`config.mk`:
```
export PLATFORM = sky130hd
export DESIGN_NAME = fixflo_arbiter
export DESIGN_NICKNAME = d
export VERILOG_FILES = /design/src/rtl/fixflo_arbiter.sv
export SDC_FILE = /design/constraint.sdc
export NUM_CORES = 1
export LEC_CHECK = 0
export ABC_AREA = 1
export CAP_MARGIN = 20
export CORE_ASPECT_RATIO = 1.5
export CORE_MARGIN = 8
export CORE_UTILIZATION = 58
export CTS_BUF_LIST = sky130_fd_sc_hd__clkbuf_8
export DETAILED_ROUTE_END_ITERATION = 16
export PLACE_DENSITY = 0.83
export SLEW_MARGIN = 10
export SYNTH_ARGS = -nofsm -noshare
export SYNTH_HDL_FRONTEND = slang
export SYNTH_SLANG_ARGS = --single-unit
```
`constraint.sdc`:
```
create_clock -name clk -period 11.1 [get_ports clk]
set_input_delay 1.11 -clock clk [delete_from_list [all_inputs] [get_ports clk]]
set_output_delay 1.11 -clock clk [all_outputs]
set_load 0.05 [all_outputs]
```
`src/rtl/fixflo_arbiter.sv`:
```
// Two-requester round-robin arbiter/sequencer for the shared 16-bit fixed/float datapath.
// Define FIXFLO_FMUL_EN to build the float multiplier; without it op 11 returns the illegal-op flag.
module fixflo_arbiter (
  input  logic        clk,
  input  logic        rst_n,
  input  logic        req_valid_a,
  input  logic        req_valid_b,
  output logic        req_ready_a,
  output logic        req_ready_b,
  input  logic [1:0]  req_op_a,
  input  logic [1:0]  req_op_b,
  input  logic [15:0] req_num1_a,
  input  logic [15:0] req_num2_a,
  input  logic [15:0] req_num1_b,
  input  logic [15:0] req_num2_b,
  output logic        rsp_valid,
  input  logic        rsp_ready,
  output logic        rsp_id,
  output logic [15:0] rsp_result,
  output logic [4:0]  rsp_flags,
  output logic        busy
);

  typedef enum logic [1:0] {StIdle, StExec, StResp} state_e;

  state_e      state_q, state_d;
  logic        prio_q, prio_d;
  logic [1:0]  op_q;
  logic [15:0] num1_q, num2_q;
  logic        id_q;
  logic [15:0] res_q;
  logic [4:0]  flags_q;
  logic        rid_q;

  logic        grant_a, grant_b, accept;
  logic [16:0] fxa_sum;
  logic [31:0] fxm_prod;
  logic [15:0] fadd_res;
  logic        fadd_ovf, fadd_zero, fadd_nan;
  logic [15:0] exec_res;
  logic [4:0]  exec_flags;

  // prio_q = 1 means B wins a tie.
  assign grant_a     = req_valid_a & (~req_valid_b | ~prio_q);
  assign grant_b     = req_valid_b & (~req_valid_a | prio_q);
  assign req_ready_a = rst_n & (state_q == StIdle) & grant_a;
  assign req_ready_b = rst_n & (state_q == StIdle) & grant_b;
  assign accept      = req_ready_a | req_ready_b;

  always_comb begin
    state_d = state_q;
    prio_d  = prio_q;
    unique case (state_q)
      StIdle: begin
        if (accept) begin
          state_d = StExec;
          prio_d  = ~req_ready_b;
        end
      end
      StExec:  state_d = StResp;
      StResp:  if (rsp_ready) state_d = StIdle;
      default: state_d = StIdle;
    endcase
  end

  always_ff @(posedge clk or negedge rst_n) begin
    if (!rst_n) begin
      state_q <= StIdle;
      prio_q  <= 1'b0;
      op_q    <= 2'b00;
      num1_q  <= 16'h0000;
      num2_q  <= 16'h0000;
      id_q    <= 1'b0;
      res_q   <= 16'h0000;
      flags_q <= 5'b00000;
      rid_q   <= 1'b0;
    end else begin
      state_q <= state_d;
      prio_q  <= prio_d;
      if (accept) begin
        op_q   <= req_ready_b ? req_op_b : req_op_a;
        num1_q <= req_ready_b ? req_num1_b : req_num1_a;
        num2_q <= req_ready_b ? req_num2_b : req_num2_a;
        id_q   <= req_ready_b;
      end
      if (state_q == StExec) begin
        res_q   <= exec_res;
        flags_q <= exec_flags;
        rid_q   <= id_q;
      end
    end
  end

  // Unsigned Q8.8 fixed-point units.
  assign fxa_sum  = {1'b0, num1_q} + {1'b0, num2_q};
  assign fxm_prod = {16'h0000, num1_q} * {16'h0000, num2_q};

  // Half-precision adder: truncating, subnormals flushed to zero.
  always_comb begin : fadd
    logic [15:0]       big, sml;
    logic [10:0]       big_m, sml_m, norm;
    logic [11:0]       sum;
    logic [4:0]        diff;
    logic signed [6:0] fexp;
    fadd_res  = 16'h0000;
    fadd_ovf  = 1'b0;
    fadd_zero = 1'b0;
    fadd_nan  = 1'b0;
    if (num1_q[14:0] >= num2_q[14:0]) begin
      big = num1_q;
      sml = num2_q;
    end else begin
      big = num2_q;
      sml = num1_q;
    end
    big_m = (big[14:10] == 5'd0) ? 11'd0 : {1'b1, big[9:0]};
    sml_m = (sml[14:10] == 5'd0) ? 11'd0 : {1'b1, sml[9:0]};
    diff  = big[14:10] - sml[14:10];
    sml_m = sml_m >> diff;
    sum   = (big[15] ^ sml[15]) ? {1'b0, big_m} - {1'b0, sml_m} : {1'b0, big_m} + {1'b0, sml_m};
    fexp  = {2'b00, big[14:10]};
    if (sum[11]) begin
      norm = sum[11:1];
      fexp = fexp + 7'sd1;
    end else begin
      norm = sum[10:0];
      for (int i = 0; i < 10; i++) begin
        if (!norm[10] && norm != 11'd0) begin
          norm = {norm[9:0], 1'b0};
          fexp = fexp - 7'sd1;
        end
      end
    end
    // A NaN operand always has the larger magnitude, so only big needs testing.
    if ((&big[14:10] & |big[9:0]) |
        ((big[14:0] == 15'h7C00) & (sml[14:0] == 15'h7C00) & (big[15] ^ sml[15]))) begin
      fadd_nan = 1'b1;
      fadd_res = 16'h7E00;
    end else if (big[14:0] == 15'h7C00) begin
      fadd_res = big;
    end else if (norm == 11'd0 || fexp <= 7'sd0) begin
      fadd_zero = 1'b1;
    end else if (fexp >= 7'sd31) begin
      fadd_ovf = 1'b1;
      fadd_res = {big[15], 5'h1F, 10'h000};
    end else begin
      fadd_res = {big[15], fexp[4:0], norm[9:0]};
    end
  end

`ifdef FIXFLO_FMUL_EN
  logic [21:0] fmul_prod;
  logic [15:0] fmul_res;
  logic        fmul_ovf;
  logic        unused_fmul_lo;

  assign fmul_prod      = {11'd0, 1'b1, num1_q[9:0]} * {11'd0, 1'b1, num2_q[9:0]};
  assign unused_fmul_lo = ^fmul_prod[9:0];

  always_comb begin : fmul
    logic signed [7:0] mexp;
    logic [9:0]        frac;
    logic              sgn;
    sgn      = num1_q[15] ^ num2_q[15];
    mexp     = $signed({3'b000, num1_q[14:10]}) + $signed({3'b000, num2_q[14:10]}) - 8'sd15;
    frac     = fmul_prod[19:10];
    fmul_ovf = 1'b0;
    if (fmul_prod[21]) begin
      frac = fmul_prod[20:11];
      mexp = mexp + 8'sd1;
    end
    if (num1_q[14:10] == 5'd0 || num2_q[14:10] == 5'd0 || mexp <= 8'sd0) begin
      fmul_res = {sgn, 15'h0000};
    end else if (mexp >= 8'sd31) begin
      fmul_ovf = 1'b1;
      fmul_res = {sgn, 5'h1F, 10'h000};
    end else begin
      fmul_res = {sgn, mexp[4:0], frac};
    end
  end
`endif

  always_comb begin
    exec_res   = 16'h0000;
    exec_flags = 5'b00000;
    unique case (op_q)
      2'b00: begin
        exec_res      = fxa_sum[15:0];
        exec_flags[0] = fxa_sum[16];
      end
      2'b01: begin
        exec_res      = fxm_prod[23:8];
        exec_flags[0] = |fxm_prod[31:24];
        exec_flags[1] = |fxm_prod[7:0];
      end
      2'b10: begin
        exec_res      = fadd_res;
        exec_flags[0] = fadd_ovf;
        exec_flags[2] = fadd_zero;
        exec_flags[3] = fadd_nan;
      end
      default: begin
`ifdef FIXFLO_FMUL_EN
        exec_res      = fmul_res;
        exec_flags[0] = fmul_ovf;
`else
        exec_flags[4] = 1'b1;
`endif
      end
    endcase
  end

  assign rsp_valid  = (state_q == StResp);
  assign busy       = (state_q != StIdle);
  assign rsp_id     = rid_q;
  assign rsp_result = res_q;
  assign rsp_flags  = flags_q;

endmodule
```
* Yosys cells after proc, flatten, opt, wreduce, memory -nomap -nowiden
Index checks and enable logic that the tools add are counted.
Operators by class: $add $sub $neg 15, multipliers 1, magnitude comparators 3, equal/unequal tests 8, shift operators 1, muxes and demuxes 68, bitwise gates (word level) 17, reduce and logical (&&, ||, !) cells 44
Operators by type and width (number):
- 11-bit two-way mux | 22
- 7-bit two-way mux | 20
- 16-bit two-way mux | 7
- 11-bit nonzero test | 10
- 7-bit by 2-bit subtractor with 7-bit output, second input constant | 9
- 16-bit case mux with 3 select lines | 1
- 16-bit by 16-bit multiplier with 32-bit output | 1
- 15-bit equality test, second input constant | 2
- 16-bit by 16-bit adder with 17-bit output | 1
- 8-bit OR reduction | 2
- 15-bit greater-or-equal comparator | 1
- 15-bit two-way mux | 1
- 11-bit by 11-bit adder with 12-bit output | 1
- 12-bit two-way mux | 1
- 11-bit by 11-bit subtractor with 12-bit output | 1
- 11-bit logical NOT | 1
- 11-bit by 5-bit right shift with 11-bit output | 1
- 1-bit logical AND | 10
- 1-bit logical NOT | 10
- 5-bit logical NOT | 2
- 1-bit two-way mux | 10
- 10-bit OR reduction | 1
- 1-bit AND | 8
- 2-bit two-way mux | 4
- 20 further kinds | 30
Storage, ports and cells: register bits 60, bits of input ports 73

* Depth between registers and ports, before layout
depth after elaboration 53, mapped depth 93

* Worst setup path after synthesis
Ideal clock, no wire load.
kind register -> register, from reg num2_q[12], to reg res_q[13] (netlist: rsp_result[13]), arrival 10393 ps, setup slack 590 ps, stages on the path, launching flop included 82, buffers on the path 5, path through dfrtp_1 -> clkbuf_1 -> inv_1 -> ha_1 -> buf_2 -> inv_1 -> nor3_1 -> nand3_2 -> nand3_2 -> nand2_1 -> nand2_1 -> buf_2 -> nand2_1 -> ha_1 -> inv_1 -> clkbuf_1 -> o21ai_0 -> nand2_1 -> [... 46 more ...] -> nor2_2 -> ha_1 -> inv_1 -> nor2_1 -> nand4_1 -> nor2_1 -> nand3_1 -> nand2_1 -> nand3_1 -> nand2_2 -> buf_6 -> nand2_1 -> nand2_1 -> nand3_1 -> nand2_1 -> nand2_1 -> nand2_1 -> nand2_1
On the way: longest elaborated chain between the ends 53, elaborated cells between the ends (all ways) 113, those cells by class add/sub (15); mul (1); order compare (3); eq/ne (2); shift (1); mux (50); bitwise (5); reduce/logical (36)
RTL lines:
- start: declaration | line 29 | logic [15:0] num1_q, num2_q;
- start signal: assignment | line 83 | num2_q <= req_ready_b ? req_num2_b : req_num2_a;
- parallel branches: the longest is 52 deep, another holds 15-bit greater-or-equal comparator
- 16-bit case mux with 3 select lines (*) | line 186 | unique case (op_q)
- end signal: assignment | line 87 | res_q <= exec_res;
- end: declaration | line 31 | logic [15:0] res_q;
Mark *: on every way between the ends. The select of a mux whose other input is x is not followed. A chain may end at the register's enable or synchronous reset.

* Final worst setup path
from reg num2_q[6], to reg res_q[10] (netlist: rsp_result[10])
The elaborated chain is that of the path after synthesis.

==> summary.txt <==
Outcome
  • Outcome: complete, no violations

Worst setup path
  • Critical Path Start: num2_q[6]
  • Start of the worst register-to-register path: num2_q[6]
  • CP Buf/Inv Count: 13
  • CP max stage delay: 0.37 ns
  • Critical setup path kind: flip-flop to flip-flop
  • CP max-delay cell: dfrtp_1
  • R2R Setup Slk: between 0.4 and 0.5 ns
  • Arr. time, crit path: 11.02 ns
  • CP delay by family, top: simple AND/OR/NAND/NOR gates
  • Crit path capture type: flip-flop
  • Setup crit start kind: flip-flop
  • CP most frequent cell: nand2_1
  • Critical Path RT: 11.45 ns
  • Worst-path fanout max: 7

Clock tree
  • Clock Latency Late Sink: roughly 0.4 ns
  • H-tree levels: 3
  • CTS Sinks: 60
  • Clock buffer depth: 2
  • Number of CTS-inserted buffers: 9
  • CTS clk-pin slew, worst paths: around 0.09 ns
  • Root buf cell: clkbuf_8
  • CTS tree: done

Logic synthesis
  • Most common flop cell mapped by yosys: dfrtp_1
  • Ranking of synthesized cells by area: fa_1 (22%), nand2_1 (16%), inv_1 (12%)
  • Largest family of logic cells by synthesized area: simple AND/OR/NAND/NOR gates
  • Compound-Gate Fraction of Synth Area: 0.08649
  • Post-Synthesis Cells: approximately 2800
  • Seq/Total Area, Yosys: 0.08290
  • Largest area contributor in the synthesized netlist: fa_1
  • Post-Synth Simple-Gate Area: 0.3348
  • Xor and xnor area share after synthesis: 0.01161
  • Synth Warn #: 0
  • Mux cell area share after synthesis: 0.001658
  • Avg Cell Area, Syn: ~6.5 um2
  • Post-Synth Adder-Cell Area: 0.3272
  • Number of synthesized flops with an enable pin: 0
  • Net Count, Synth: approximately 3200
  • Yosys reg bits: 60
  • Syn Std Cell Area: ~18000 um2
  • Synth cell types: 58
  • Async SR Flop Fraction: 1.000
  • Synth top area share: 0.2166

Global route
  • Vias in the first global route: 19872
  • Largest net degree at the start of global routing: 62
  • Initial antenna violation count: 2
  • Global-route wire length before repair: around 100000 um
  • Overflow after GRT: 0
  • Total global-route track usage: 0.3450

Route
  • DRT Pass-1 Iters: 6
  • Vias/cell: ~5.7
  • DRC viols: 0
  • Routed WL per cell: around 19 um
  • Routed Antenna Nets: 0
  • Iteration-0 DRC Markers: about 1400
  • Post-Route WL: between 60000 and 70000 um
  • Via count: just under 20000

Floorplanning
  • Core area: 30940 um2
  • Die X: around 160 um
  • Die Ht: between 200 and 250 um
  • Io pins: around 100
  • Initial Utilization: 0.5854
  • Die area: 37260 um2
  • Row cnt: 79

Place
  • I/O Buffers: a little under 100
  • Detailed Place HPWL: 51690 um
  • Worst slack, placed: -0.3305 ns
  • Cell count after placement: 3354
  • Routability cong.: between 1 and 1.5

Timing
  • Fmax: 0.09369 GHz
  • Hold Fails Final Rpt: 0
  • Max_slew headroom: 0.3448
  • Tmin final: ~11 ns
  • Final Skew: about 0.016 ns
  • Final setup viols: 0
  • Slew @ Worst Pin: 0.9828 ns
  • Slack of the critical path: approximately 0.43 ns
  • Slew Viols, Final: 0
  • Final period util: 0.9615

Job
  • Max-cap violations: 0

Final layout
  • NumNets Final: roughly 3400
  • Area growth from synthesis to layout: 18.72%
  • FILL cells: 2650
  • Post-Route Utilization: 0.6950
  • Share of cells above drive strength 1: 0.1608
  • Non-Filler Instances: approximately 3400

Hold path
  • Hold Crit Start: rsp_result[10]
  • HP Class: flip-flop to flip-flop
==> final cells by class <==
cell class                      instances  area (um2)  area share
Multi-Input combinational cell       2014       14540      0.6763
Timing Repair Buffer                  286        2420      0.1125
Tap cell                              405       506.7     0.02357
Sequential cell                        60        1501     0.06982
Clock buffer                           11       151.4    0.007041
Clock inverter                          5       58.81    0.002735
Antenna cell                            1       2.502   0.0001164
Timing Repair inverter                  1       5.005   0.0002327
Inverter                              615        2315      0.1076
==> tightest hold or removal path, cell delays in order (launching register included) <==
cell	delay, ns
dfrtp_1	0.36
nand2_1	0.06
nand2_1	0.06
==> what timing repair did <==
action / 4_1_cts / 5_1_grt
pin swaps: 8 / 53
endpoints found under the setup margin: 18 / 18
gates resized for setup: 19 / 158
gates cloned: 1 / 2
setup buffers: 4 / 21
hold buffers: 0 / 0
==> sequential cells by signal (all words and copies together) (netlist names) <==
name and cells:
num2_q 16, state_q 2, rsp_result 16, prio_q 1, op_q 2, id_q 1, num1_q 16, rsp_id 1
rsp_flags 5
==> routing by layer <==
metal / up-vias / share of wire / GRT usage
met5: - / 0.00027 / 0
met4: 4 / 0.097 / 0.2944
met3: 377 / 0.083 / 0.05661
met2: 999 / 0.49 / 0.6194
met1: 9095 / 0.33 / 0.3444
li1: 8943 / - / -
==> cell usage after synthesis (all sizes together) (3+ instances only) <==
cell type,n
nor4,8
a21o,3
nand4,42
o31ai,7
inv,610
clkbuf,86
mux2i,3
o32ai,3
dfrtp,60
o21ai,100
clkinv,5
o211ai,9
o22ai,36
nor2,216
nand3b,7
xnor2,8
and2,4
a21oi,104
a22oi,3
buf,22
nand2,840
xor2,16
fa,196
ha,160
or2,10
nor3,13
nand3,213
==> per-stage QoR <==
stage / cell area (um2) / hold slack [ns] / setup TNS, ns
after global routing: 21500 / 0.5129 / -3.725
after global placement: 20330 / 0.4713 / -1.496
after detailed placement: 20330 / 0.4758 / -3.672
after floorplan: 18110 / 0.5015 / 0
after CTS: 20660 / 0.4983 / 0
final: 21500 / 0.4988 / 0
==> cell families (layout without fill, tap and decap cells) <==
logic type               after synthesis  after routing
flip-flops                            60             60
multiplexers                           3              3
AO/OA/AOI/OAI                        275            275
buffers and inverters                724            918
AND/OR/NAND/NOR                     1354           1356
XOR/XNOR                              24             24
other                                  0              1
adder cells (fa/ha/maj)              356            356
==> final timing paths <==
| kind | cells after the start | to |
|---|---|---|
| hold / removal | 2 | rsp_result[10] |
| max in group asynchronous | 2 | rsp_result[7] |
| hold reg to reg | 2 | rsp_result[10] |
| min in group asynchronous | 2 | prio_q |
| setup reg to reg | 81 | rsp_result[10] |
| setup / recovery | 81 | rsp_result[10] |
==> cells in the final DEF, fill, tap and decap left out, types with 60 or more instances in the layout <==
cell type,n
a21oi_1,92
buf_4,181
clkdlybuf4s50_1,97
dfrtp_1,60
fa_1,195
ha_1,133
inv_1,569
nand2_1,758
nand2_2,73
nand3_1,186
nor2_1,171
o21ai_0,69
Power is not shown: default switching activity piles up to over one toggle a cycle in this logic, so the estimate is an artifact.
